--- src/rtl/axis_move_scheduler_if.sv ---
// -----------------------------------------------------------------------------
// axis_move_scheduler_if
// Bundles the handshake and drive signals of the axis move scheduler.
//   master : axis controllers / manual logic side (drives requests, sma, abort)
//   slave  : scheduler side (drives acks, drive codes, busy, active_axis, done)
// Signals:
//   sma, abort                               mode select and synchronous stop
//   req_/dir_/steps_/ack_theta, ..._phi      per-axis move request handshake
//   s_out_{theta,phi}_{pos,neg}[1:0]         two-phase drive codes
//   busy, active_axis, done                  scheduler status
// -----------------------------------------------------------------------------
interface axis_move_scheduler_if #(
    parameter int SW = 8
);
    logic          sma;
    logic          abort;
    logic          req_theta;
    logic          dir_theta;
    logic [SW-1:0] steps_theta;
    logic          ack_theta;
    logic          req_phi;
    logic          dir_phi;
    logic [SW-1:0] steps_phi;
    logic          ack_phi;
    logic [1:0]    s_out_theta_pos;
    logic [1:0]    s_out_theta_neg;
    logic [1:0]    s_out_phi_pos;
    logic [1:0]    s_out_phi_neg;
    logic          busy;
    logic          active_axis;
    logic          done;

    modport master (
        output sma, abort,
        output req_theta, dir_theta, steps_theta,
        output req_phi, dir_phi, steps_phi,
        input  ack_theta, ack_phi,
        input  s_out_theta_pos, s_out_theta_neg, s_out_phi_pos, s_out_phi_neg,
        input  busy, active_axis, done
    );

    modport slave (
        input  sma, abort,
        input  req_theta, dir_theta, steps_theta,
        input  req_phi, dir_phi, steps_phi,
        output ack_theta, ack_phi,
        output s_out_theta_pos, s_out_theta_neg, s_out_phi_pos, s_out_phi_neg,
        output busy, active_axis, done
    );
endinterface

--- src/rtl/axis_move_scheduler.sv ---
// -----------------------------------------------------------------------------
// axis_move_scheduler
// Shares one motor power stage between the theta and phi tracker axes.
// Arbitrates move requests (fixed theta priority when sma=1, round-robin
// otherwise), inserts DEAD_T cycles of all-off before each move, then drives
// STEP_DIV cycles of phase A (01) and STEP_DIV cycles of phase B (10) per step
// on the single output chosen by the latched axis and direction.
// Ports:
//   clk   system clock
//   rst   asynchronous active-low reset
//   bus   axis_move_scheduler_if.slave (requests in; acks, drive codes,
//         busy, active_axis, done out -- all registered)
// Optional feature macro: AXIS_SCHED_DEADSKIP_EN
//   When defined, a move with the same axis and direction as the previous
//   completed, non-aborted move skips the dead-time (IDLE goes to RUN_A).
// -----------------------------------------------------------------------------
module axis_move_scheduler #(
    parameter int SW       = 8,
    parameter int STEP_DIV = 16,
    parameter int DEAD_T   = 8
) (
    input  logic                  clk,
    input  logic                  rst,
    axis_move_scheduler_if.slave  bus
);

    localparam int CNT_MAX = (DEAD_T > STEP_DIV) ? DEAD_T : STEP_DIV;
    localparam int CW      = (CNT_MAX > 1) ? $clog2(CNT_MAX) : 1;

    localparam logic [CW-1:0] DEAD_LOAD = CW'(DEAD_T - 1);
    localparam logic [CW-1:0] STEP_LOAD = CW'(STEP_DIV - 1);
    localparam logic [CW-1:0] CNT_ZERO  = CW'(0);
    localparam logic [CW-1:0] CNT_ONE   = CW'(1);
    localparam logic [SW-1:0] REM_ZERO  = SW'(0);
    localparam logic [SW-1:0] REM_ONE   = SW'(1);

    typedef enum logic [2:0] {
        ST_IDLE  = 3'd0,
        ST_DEAD  = 3'd1,
        ST_RUN_A = 3'd2,
        ST_RUN_B = 3'd3,
        ST_DONE  = 3'd4
    } state_t;

    // Drive code produced by a state; only the run states energise a phase.
    function automatic logic [1:0] phase_code(input state_t st);
        logic [1:0] code;
        case (st)
            ST_RUN_A: code = 2'b01;
            ST_RUN_B: code = 2'b10;
            default:  code = 2'b00;
        endcase
        return code;
    endfunction

    state_t        state_q, state_d;
    logic [CW-1:0] cnt_q, cnt_d;
    logic [SW-1:0] rem_q, rem_d;
    logic          axis_q, axis_d;
    logic          dir_q, dir_d;
    logic          ack_theta_q, ack_theta_d;
    logic          ack_phi_q, ack_phi_d;
    logic          done_q, done_d;
    logic          busy_q, busy_d;
    logic [1:0]    theta_pos_q, theta_pos_d;
    logic [1:0]    theta_neg_q, theta_neg_d;
    logic [1:0]    phi_pos_q, phi_pos_d;
    logic [1:0]    phi_neg_q, phi_neg_d;

    logic          req_any_s;
    logic          grant_phi_s;
    logic          grant_dir_s;
    logic [SW-1:0] grant_steps_s;
    logic          skip_dead_s;
    logic [1:0]    code_s;

`ifdef AXIS_SCHED_DEADSKIP_EN
    // History of the last move that ran to completion without abort.
    logic          hist_valid_q, hist_valid_d;
    logic          hist_axis_q, hist_axis_d;
    logic          hist_dir_q, hist_dir_d;
`endif

    // Arbitration: pick the winning axis and its request fields.
    always_comb begin
        req_any_s = bus.req_theta | bus.req_phi;
        if (bus.req_theta && bus.req_phi) begin
            if (bus.sma) begin
                grant_phi_s = 1'b0;
            end else begin
                // Round-robin: the axis that was not granted last time wins.
                grant_phi_s = ~axis_q;
            end
        end else begin
            grant_phi_s = bus.req_phi;
        end
        grant_dir_s   = grant_phi_s ? bus.dir_phi   : bus.dir_theta;
        grant_steps_s = grant_phi_s ? bus.steps_phi : bus.steps_theta;
`ifdef AXIS_SCHED_DEADSKIP_EN
        skip_dead_s = hist_valid_q && (hist_axis_q == grant_phi_s) &&
                      (hist_dir_q == grant_dir_s);
`else
        skip_dead_s = 1'b0;
`endif
    end

    // Next-state, counters and registered-output values.
    always_comb begin
        state_d     = state_q;
        cnt_d       = cnt_q;
        rem_d       = rem_q;
        axis_d      = axis_q;
        dir_d       = dir_q;
        ack_theta_d = 1'b0;
        ack_phi_d   = 1'b0;
`ifdef AXIS_SCHED_DEADSKIP_EN
        hist_valid_d = hist_valid_q;
        hist_axis_d  = hist_axis_q;
        hist_dir_d   = hist_dir_q;
`endif
        case (state_q)
            ST_IDLE: begin
                if (req_any_s) begin
                    axis_d      = grant_phi_s;
                    dir_d       = grant_dir_s;
                    rem_d       = grant_steps_s;
                    ack_theta_d = ~grant_phi_s;
                    ack_phi_d   = grant_phi_s;
                    if (grant_steps_s == REM_ZERO) begin
                        // Zero-length move: one ack cycle, then the done cycle.
                        state_d = ST_DONE;
                        cnt_d   = CNT_ONE;
                    end else if (skip_dead_s) begin
                        state_d = ST_RUN_A;
                        cnt_d   = STEP_LOAD;
                    end else begin
                        state_d = ST_DEAD;
                        cnt_d   = DEAD_LOAD;
                    end
                end else begin
                    state_d = ST_IDLE;
                    cnt_d   = CNT_ZERO;
                end
            end
            ST_DEAD: begin
                if (bus.abort) begin
                    state_d = ST_DONE;
                    cnt_d   = CNT_ZERO;
                    rem_d   = REM_ZERO;
                end else if (cnt_q == CNT_ZERO) begin
                    state_d = ST_RUN_A;
                    cnt_d   = STEP_LOAD;
                end else begin
                    cnt_d = cnt_q - CNT_ONE;
                end
            end
            ST_RUN_A: begin
                if (bus.abort) begin
                    state_d = ST_DONE;
                    cnt_d   = CNT_ZERO;
                    rem_d   = REM_ZERO;
                end else if (cnt_q == CNT_ZERO) begin
                    state_d = ST_RUN_B;
                    cnt_d   = STEP_LOAD;
                end else begin
                    cnt_d = cnt_q - CNT_ONE;
                end
            end
            ST_RUN_B: begin
                if (bus.abort) begin
                    state_d = ST_DONE;
                    cnt_d   = CNT_ZERO;
                    rem_d   = REM_ZERO;
                end else if (cnt_q == CNT_ZERO) begin
                    // rem_q is never 0 here: zero-length moves bypass the run states.
                    rem_d = rem_q - REM_ONE;
                    if (rem_q == REM_ONE) begin
                        state_d = ST_DONE;
                        cnt_d   = CNT_ZERO;
                    end else begin
                        state_d = ST_RUN_A;
                        cnt_d   = STEP_LOAD;
                    end
                end else begin
                    cnt_d = cnt_q - CNT_ONE;
                end
            end
            ST_DONE: begin
                if (cnt_q == CNT_ZERO) begin
                    state_d = ST_IDLE;
                    cnt_d   = CNT_ZERO;
                end else begin
                    cnt_d = cnt_q - CNT_ONE;
                end
            end
            default: begin
                state_d = ST_IDLE;
                cnt_d   = CNT_ZERO;
                rem_d   = REM_ZERO;
            end
        endcase

`ifdef AXIS_SCHED_DEADSKIP_EN
        if ((state_q != ST_IDLE) && (state_q != ST_DONE) && bus.abort) begin
            hist_valid_d = 1'b0;
        end else if ((state_q == ST_RUN_B) && (cnt_q == CNT_ZERO) && (rem_q == REM_ONE)) begin
            hist_valid_d = 1'b1;
            hist_axis_d  = axis_q;
            hist_dir_d   = dir_q;
        end else begin
            hist_valid_d = hist_valid_q;
        end
`endif

        // Outputs follow the next state so they line up with it cycle for cycle.
        code_s      = phase_code(state_d);
        theta_pos_d = (!axis_d &&  dir_d) ? code_s : 2'b00;
        theta_neg_d = (!axis_d && !dir_d) ? code_s : 2'b00;
        phi_pos_d   = ( axis_d &&  dir_d) ? code_s : 2'b00;
        phi_neg_d   = ( axis_d && !dir_d) ? code_s : 2'b00;
        busy_d      = (state_d != ST_IDLE);
        done_d      = (state_d == ST_DONE) && (cnt_d == CNT_ZERO);
    end

    // State, counters and output registers; reset forces all drive codes off.
    always_ff @(posedge clk or negedge rst) begin
        if (!rst) begin
            state_q     <= ST_IDLE;
            cnt_q       <= CNT_ZERO;
            rem_q       <= REM_ZERO;
            axis_q      <= 1'b1;
            dir_q       <= 1'b0;
            ack_theta_q <= 1'b0;
            ack_phi_q   <= 1'b0;
            done_q      <= 1'b0;
            busy_q      <= 1'b0;
            theta_pos_q <= 2'b00;
            theta_neg_q <= 2'b00;
            phi_pos_q   <= 2'b00;
            phi_neg_q   <= 2'b00;
        end else begin
            state_q     <= state_d;
            cnt_q       <= cnt_d;
            rem_q       <= rem_d;
            axis_q      <= axis_d;
            dir_q       <= dir_d;
            ack_theta_q <= ack_theta_d;
            ack_phi_q   <= ack_phi_d;
            done_q      <= done_d;
            busy_q      <= busy_d;
            theta_pos_q <= theta_pos_d;
            theta_neg_q <= theta_neg_d;
            phi_pos_q   <= phi_pos_d;
            phi_neg_q   <= phi_neg_d;
        end
    end

`ifdef AXIS_SCHED_DEADSKIP_EN
    // Dead-time skip history; reset forgets it so the first move always waits.
    always_ff @(posedge clk or negedge rst) begin
        if (!rst) begin
            hist_valid_q <= 1'b0;
            hist_axis_q  <= 1'b0;
            hist_dir_q   <= 1'b0;
        end else begin
            hist_valid_q <= hist_valid_d;
            hist_axis_q  <= hist_axis_d;
            hist_dir_q   <= hist_dir_d;
        end
    end
`endif

    assign bus.ack_theta       = ack_theta_q;
    assign bus.ack_phi         = ack_phi_q;
    assign bus.s_out_theta_pos = theta_pos_q;
    assign bus.s_out_theta_neg = theta_neg_q;
    assign bus.s_out_phi_pos   = phi_pos_q;
    assign bus.s_out_phi_neg   = phi_neg_q;
    assign bus.busy            = busy_q;
    assign bus.active_axis     = axis_q;
    assign bus.done            = done_q;

endmodule
--- src/flat_wrapper.sv ---
// flat-port wrapper written by rule: the top's interface ports become plain ports
module axis_move_scheduler_flat 
#(
    parameter int SW       = 8,
    parameter int STEP_DIV = 16,
    parameter int DEAD_T   = 8
)
  (clk, rst, bus_sma, bus_abort, bus_req_theta, bus_dir_theta, bus_steps_theta, bus_req_phi, bus_dir_phi, bus_steps_phi, bus_ack_theta, bus_ack_phi, bus_s_out_theta_pos, bus_s_out_theta_neg, bus_s_out_phi_pos, bus_s_out_phi_neg, bus_busy, bus_active_axis, bus_done);
  axis_move_scheduler_if #(.SW(SW)) bus_i ();
  input  logic clk;
  input  logic rst;
  input wire logic [$bits(bus_i.sma)-1:0] bus_sma;
  input wire logic [$bits(bus_i.abort)-1:0] bus_abort;
  input wire logic [$bits(bus_i.req_theta)-1:0] bus_req_theta;
  input wire logic [$bits(bus_i.dir_theta)-1:0] bus_dir_theta;
  input wire logic [$bits(bus_i.steps_theta)-1:0] bus_steps_theta;
  input wire logic [$bits(bus_i.req_phi)-1:0] bus_req_phi;
  input wire logic [$bits(bus_i.dir_phi)-1:0] bus_dir_phi;
  input wire logic [$bits(bus_i.steps_phi)-1:0] bus_steps_phi;
  output wire logic [$bits(bus_i.ack_theta)-1:0] bus_ack_theta;
  output wire logic [$bits(bus_i.ack_phi)-1:0] bus_ack_phi;
  output wire logic [$bits(bus_i.s_out_theta_pos)-1:0] bus_s_out_theta_pos;
  output wire logic [$bits(bus_i.s_out_theta_neg)-1:0] bus_s_out_theta_neg;
  output wire logic [$bits(bus_i.s_out_phi_pos)-1:0] bus_s_out_phi_pos;
  output wire logic [$bits(bus_i.s_out_phi_neg)-1:0] bus_s_out_phi_neg;
  output wire logic [$bits(bus_i.busy)-1:0] bus_busy;
  output wire logic [$bits(bus_i.active_axis)-1:0] bus_active_axis;
  output wire logic [$bits(bus_i.done)-1:0] bus_done;
  assign bus_i.sma = bus_sma;
  assign bus_i.abort = bus_abort;
  assign bus_i.req_theta = bus_req_theta;
  assign bus_i.dir_theta = bus_dir_theta;
  assign bus_i.steps_theta = bus_steps_theta;
  assign bus_i.req_phi = bus_req_phi;
  assign bus_i.dir_phi = bus_dir_phi;
  assign bus_i.steps_phi = bus_steps_phi;
  assign bus_ack_theta = bus_i.ack_theta;
  assign bus_ack_phi = bus_i.ack_phi;
  assign bus_s_out_theta_pos = bus_i.s_out_theta_pos;
  assign bus_s_out_theta_neg = bus_i.s_out_theta_neg;
  assign bus_s_out_phi_pos = bus_i.s_out_phi_pos;
  assign bus_s_out_phi_neg = bus_i.s_out_phi_neg;
  assign bus_busy = bus_i.busy;
  assign bus_active_axis = bus_i.active_axis;
  assign bus_done = bus_i.done;
  axis_move_scheduler #(.SW(SW), .STEP_DIV(STEP_DIV), .DEAD_T(DEAD_T)) u_core (.clk(clk), .rst(rst), .bus(bus_i));
endmodule
--- config.mk ---
export PLATFORM = sky130hd
export DESIGN_NAME = axis_move_scheduler_flat
export DESIGN_NICKNAME = d
export VERILOG_FILES = /design/src/rtl/axis_move_scheduler_if.sv /design/src/rtl/axis_move_scheduler.sv /design/src/flat_wrapper.sv
export SDC_FILE = /design/constraint.sdc
export NUM_CORES = 1
export LEC_CHECK = 0
export ABC_AREA = 1
export BUFFER_PORTS_ARGS = -buffer_cell sky130_fd_sc_hd__clkbuf_2
export CELL_PAD_IN_SITES_DETAIL_PLACEMENT = 1
export CELL_PAD_IN_SITES_GLOBAL_PLACEMENT = 2
export CORE_MARGIN = 5
export CORE_UTILIZATION = 31
export DETAILED_ROUTE_END_ITERATION = 6
export PLACE_DENSITY = 0.9
export SLEW_MARGIN = 25
export SYNTH_ARGS = -nofsm -noshare
export SYNTH_HDL_FRONTEND = slang
export SYNTH_SLANG_ARGS = --single-unit
--- constraint.sdc ---
create_clock -name clk -period 1.87 [get_ports clk]
set_clock_uncertainty 0.15 [all_clocks]
set_input_delay 0.187 -clock clk [delete_from_list [all_inputs] [get_ports clk]]
set_output_delay 0.187 -clock clk [all_outputs]
set_load 0.01 [all_outputs]
==> flow_summary.yaml, run 1 <==
worst_setup_path:
  r2r-start: "u_core.bus.active_axis"
  worstSetupStartpointType: "flop"
  worst-r2r-cell-count: 12
  end_kind: "flop"
  cp-startpoint: "u_core.bus.active_axis"
  rrSetupSlack_ps: -40
  rr_endpoint: "u_core.bus.busy"
  crit_path_end: "u_core.bus.busy"
  path_max_fanout: 5
  path_class: "flop to flop"
  crit_arrival_ps: 1930
  worstPathRequired_ps: 1890
sta:
  rsz0062_at_grt: "true"
  slew_headroom: 0.498
  min_period_ps: 1910
  slew_violations: 0
  period_share: 1.02
  tightest_slew_ps: 753
  fin_ws_ps: -39.8
  max_freq_ghz: 0.524
  finalHoldViolCount: 0
  tns_ps: -161
  hold_slack_ps: 94.1
  setup_viol: 9
detailed_routing:
  drt-total-wl_um: 5380
  dr.pass1.iters: 4
  via_count: 1764
  wire_per_inst_um: 14.2
  first_iter_violations: 80
  drc: 0
  viasPerCell: 4.67
  final_antenna_net_count: 0
clock_network:
  numCtsBuffers: 5
  root_buffer: "clkbuf_8"
  worst_setup_hold_path_clk_slew_ps: 70
  cts_tree: "yes"
  clk_latency_ps: 280
  clockBufferDepth: 2
  cts.sinks: 29
  cts-htree-levels: 2
global_routing:
  grt_max_degree: 30
  grt_pass1_vias: 1824
  track_usage: 0.141
  antenna_found_initial: 0
  gr-total-overflow: 0
  grt_pass1_wl_um: 8320
place:
  gp_congestion: 0.760
  placed_cell_area_sq_mm: 0.00212
  port_buffers: 36
  pre_cts_slack_ps: -49.2
  hpwl_um: 3780
  placed_cells: 350
finish:
  final_cell_area_sq_mm: 0.00250
  multi_input_area_sq_um: 995
  final-seq-area_sq_um: 727
  drive_above_1_share: 0.422
  final_cell_count_no_fill: 378
  final_nets: 334
  n_fill_cell: 703
  syn2layout_area_growth_pct: 40.5
  finalCoreUtilization: 0.451
  antennaDiodeCount: 0
synth:
  synth.avg_cell_area_sq_um: 7.67
  synth_top_area_share: 0.394
  netlist_instances: 232
  ys_warn_count: 0
  yosysTopAreaCell: "dfrtp_1"
  netlist_area_sq_mm: 0.00178
  ys_seq_elements: 29
  synthesis.nets: 261
  ys_seq_area_frac: 0.409
  yosys-top-cells-area: "dfrtp_1 (39%), nand2_1 (10%), inv_1 (8.2%), o21ai_0 (5.1%), nor2_1 (4.9%)"
  synth_cell_types: 27
floorplan:
  rows: 27
  core_area_sq_mm: 0.00554
  initial_core_util: 0.321
  fp.dieW_um: 85.8
  io_pins: 37
  die_area_sq_mm: 0.00735
  die_y_um: 85.8
power:
  power_mw: 3.56
  power_density_mw_per_mm2: 1420
  ir_worst_vdd_v: 0.000763
  p_leak_nw: 1.31
hold_path:
  hp-class: "input port to flop"
flow_run:
  cap_violations: 0
status:
  violations: "negative setup slack"
  outcome: "complete, but fails checks"
-- state kept, by name (all words and copies together) (netlist names) --
register,flops
u_core.bus.ack_phi,1
u_core.bus.ack_theta,1
u_core.bus.active_axis,1
u_core.bus.busy,1
u_core.bus.done,1
u_core.bus.s_out_phi_neg,2
u_core.bus.s_out_phi_pos,2
u_core.bus.s_out_theta_neg,2
u_core.bus.s_out_theta_pos,2
u_core.cnt_q,4
u_core.dir_q,1
u_core.rem_q,8
u_core.state_q,3
-- worst min path at each step --
stage / from / end / slack (ps) / cells after the start
4_1_cts: bus_dir_phi / u_core.dir_q / 90 / 3
3_3_place_gp: rst / u_core.rem_q[2] / 140 / 1
3_5_place_dp: rst / u_core.rem_q[2] / 150 / 1
5_1_grt: bus_dir_phi / u_core.dir_q / 100 / 3
6_report: bus_dir_phi / u_core.dir_q / 90 / 3
2_1_floorplan: rst / u_core.bus.ack_phi / -260 / 0
-- what timing repair did --
action / CTS / global route
hold buffers: 1 / 0
gates cloned: 2 / 0
setup buffers: 3 / 14
endpoints found under the setup margin: 10 / 21
resized for setup: 5 / 33
hold endpoints to repair: 28 / 0
pin swaps: 7 / 16
-- where the power goes --
group	switching [mW]	total [mW]	internal [mW]
sequential	0.154	0.985	0.831
combinational	1.21	2.07	0.852
clock	0.250	0.506	0.256
-- layout by cell type (no fill, tap or decap), types with 2 or more instances in the layout --
| cell type | n |
|---|---|
| nor3_1 | 3 |
| nand3b_1 | 7 |
| buf_6 | 2 |
| xnor2_1 | 2 |
| o22ai_1 | 7 |
| a21oi_1 | 8 |
| inv_2 | 5 |
| buf_12 | 2 |
| nand3_1 | 9 |
| o21ai_4 | 2 |
| nand2_2 | 23 |
| nor2_2 | 9 |
| nor2_1 | 18 |
| clkinv_2 | 2 |
| clkbuf_8 | 5 |
| inv_1 | 36 |
| ha_1 | 4 |
| nand2_1 | 32 |
| xor2_1 | 2 |
| clkbuf_2 | 36 |
| nor2_4 | 3 |
| o21ai_0 | 17 |
| nand2_4 | 6 |
| buf_4 | 26 |
| dfrtp_1 | 28 |
-- kinds of logic after synthesis --
kind of cell	Yosys count	share of synthesized area
adder cells (fa/ha/maj)	5	0.0352
AO/OA/AOI/OAI	39	0.136
flip-flops	29	0.409
buffers and inverters	44	0.102
AND/OR/NAND/NOR	111	0.299
XOR/XNOR	4	0.0197
-- cell type report --
cell class | instances | share of cell area
multi-input cells | 161 | 0.398
flip-flops and latches | 29 | 0.291
clock inverters | 3 | 0.00701
well taps | 72 | 0.0360
repair buffers | 67 | 0.179
inverters | 41 | 0.0616
clock buffers | 5 | 0.0275
-- cells in the mapped netlist --
library cell  instances
nand2_2               7
xor2_1                2
nand2_4               4
nand3_2               1
nand4_1               1
o21ai_2               1
buf_2                 1
a22oi_4               1
nor2_2                7
nor3_1                3
buf_6                 2
ha_1                  5
o31ai_1               1
o22ai_1               8
dfstp_2               1
inv_1                39
nand3_1               9
nor2_1               23
o21ai_0              18
xnor2_1               2
nand3b_1              7
a21oi_1               8
o21ai_4               1
inv_2                 2
nand2_1              49
dfrtp_1              28
o211ai_1              1
-- metal layers --
metal	routed length, um	track usage	up-vias
met2	2830	0.252	33
met5	0	0	-
li1	-	-	883
met3	135	0.0211	4
met1	2340	0.174	844
met4	78	0.0417	0
-- critical path: stages, from the launching register on --
cell,delay (ps)
dfstp_2,590
o21ai_4,90
nand2_4,110
buf_4,120
nand2_1,50
nand2_2,70
nand2_2,80
nor2_4,100
nand2_2,70
nand2_4,120
nand2_4,70
nor2_2,120
nand2_1,50
Note: power is estimated with default switching activity, not from simulation.
==> inputs of run 2 (changes only) <==
--- a/config.mk
+++ b/config.mk
@@ -13,6 +13,7 @@
 export CORE_UTILIZATION = 31
 export DETAILED_ROUTE_END_ITERATION = 6
 export PLACE_DENSITY = 0.9
+export REMOVE_ABC_BUFFERS = 1
 export SLEW_MARGIN = 25
 export SYNTH_ARGS = -nofsm -noshare
 export SYNTH_HDL_FRONTEND = slang
==> flow_summary.yaml, run 2 (synthesis results as in run 1) <==
worst_setup_path:
  path_max_fanout: 5
  crit_arrival_ps: 1880
  path_class: "flop to flop"
  worstPathRequired_ps: 1900
  end_kind: "flop"
  worstSetupStartpointType: "flop"
finish:
  final_nets: 321
  n_fill_cell: 725
  top_register: "u_core.rem_q"
  antennaDiodeCount: 0
  finalCoreUtilization: 0.430
  mostFrequentLayoutCells: "nand2_1 (36), clkbuf_2 (36), inv_1 (34)"
  reg_top3: "u_core.rem_q x8, u_core.cnt_q x4, u_core.state_q x3"
  syn2layout_area_growth_pct: 34.0
  drive_above_1_share: 0.403
  largest_register_ffs: 8
sta:
  finalHoldViolCount: 0
  tns_ps: 0
  max_freq_ghz: 0.539
  hold_slack_ps: 75.0
  tightest_slew_ps: 736
  setup_viol: 0
  slew_headroom: 0.509
  rsz0062_at_grt: "true"
  min_period_ps: 1860
  fin_ws_ps: 14.2
  period_share: 0.992
  slew_violations: 0
clock_network:
  worst_setup_hold_path_clk_slew_ps: 70
  root_buffer: "clkbuf_8"
  clk_latency_ps: 280
  clockBufferDepth: 2
  numCtsBuffers: 5
  cts-htree-levels: 2
  cts.sinks: 29
  cts_tree: "yes"
flow_run:
  cap_violations: 0
floorplan:
  die_area_sq_mm: 0.00735
  io_pins: 37
  rows: 27
  die_y_um: 85.8
  initial_core_util: 0.321
  fp.dieW_um: 85.8
  core_area_sq_mm: 0.00554
power:
  power_frac_comb: 0.532
  p_clk_frac: 0.186
  power_density_mw_per_mm2: 1470
  power_mw: 3.50
  internal_power_mw: 1.95
  p_switching_mw: 1.55
  p_leak_nw: 1.24
  pwr-share-seq: 0.282
  ir_worst_vdd_v: 0.000683
  netSwitchingFraction: 0.443
hold_path:
  hp-class: "input port to flop"
place:
  pre_cts_slack_ps: -49.9
  hpwl_um: 3650
  port_buffers: 36
  gp_congestion: 0.789
global_routing:
  track_usage: 0.142
  antenna_found_initial: 0
  grt_max_degree: 30
  grt_pass1_vias: 1864
  grt_pass1_wl_um: 8450
  gr-total-overflow: 0
detailed_routing:
  first_iter_violations: 89
  dr.pass1.iters: 4
  final_antenna_net_count: 0
  wire_per_inst_um: 13.7
  drc: 0
  drt-total-wl_um: 5010
  viasPerCell: 4.64
  via_count: 1692
status:
  outcome: "completed"
==> run 2: worst paths after layout <==
| check | to | start | cells after the start | slack [ps] |
|---|---|---|---|---|
| setup / recovery | u_core.bus.busy | u_core.bus.active_axis | 11 | 10 |
| hold / removal | u_core.dir_q | bus_dir_phi | 3 | 70 |
| setup reg to reg | u_core.bus.busy | u_core.bus.active_axis | 11 | 10 |
| hold reg to reg | u_core.dir_q | u_core.dir_q | 2 | 400 |
| max in group asynchronous | u_core.state_q[2] | rst | 2 | 700 |
| min in group asynchronous | u_core.rem_q[2] | rst | 2 | 350 |
==> run 2: repair_timing <==
action                                  4_1_cts  5_1_grt
cloned                                        2        0
resized for setup                             4       32
pin swaps                                     2       13
endpoints found under the hold margin        28        0
hold buffers                                  1        0
endpoints found under the setup margin       13       12
setup buffers                                 0        3
==> run 2: per-layer routing <==
layer,vias to the layer above,track usage,wire length (um),part of all wire
li1,852,-,-,-
met1,800,0.173,2260,0.45
met3,10,0.0202,123,0.025
met4,0,0.0619,126,0.025
met5,-,0,0,0
met2,30,0.248,2500,0.50
==> run 2: critical path, cell delays in order (launching register included) <==
cell and delay, ps:
dfstp_2 590, o21ai_4 110, nand2_4 110, nand2_1 80, nand2_2 70, nand2_2 80
nor2_4 120, nand2_2 80, nand2_4 120, nand2_4 70, nor2_2 110, nand2_1 50
==> run 2: power by group through the flow <==
| stage | sequential [mW] | clock (mW) | combinational (mW) |
|---|---|---|---|
| floorplan | 0.975 | 0 | 1.09 |
| global placement | 0.973 | 0 | 1.64 |
| detailed placement | 0.980 | 0 | 1.69 |
| CTS | 0.977 | 0.673 | 1.74 |
| global route | 1.01 | 0.700 | 2.12 |
| finish | 0.987 | 0.653 | 1.86 |
==> run 2: layout make-up <==
cell class	instances	area [sq um]	share of cell area
clock buffer	5	68.8	0.0289
multi-input combinational	161	977	0.410
tap	72	90.1	0.0378
inverter	41	156	0.0656
sequential	29	728	0.305
clock inverter	3	46.3	0.0194
timing repair buffer	54	318	0.133
==> run 2: per-stage QoR <==
stage	instance area, sq um	cells
after floorplan	1750	229
after global placement	2130	351
after detailed placement	2130	351
after CTS	2280	362
after global routing	2380	365
final	2380	365
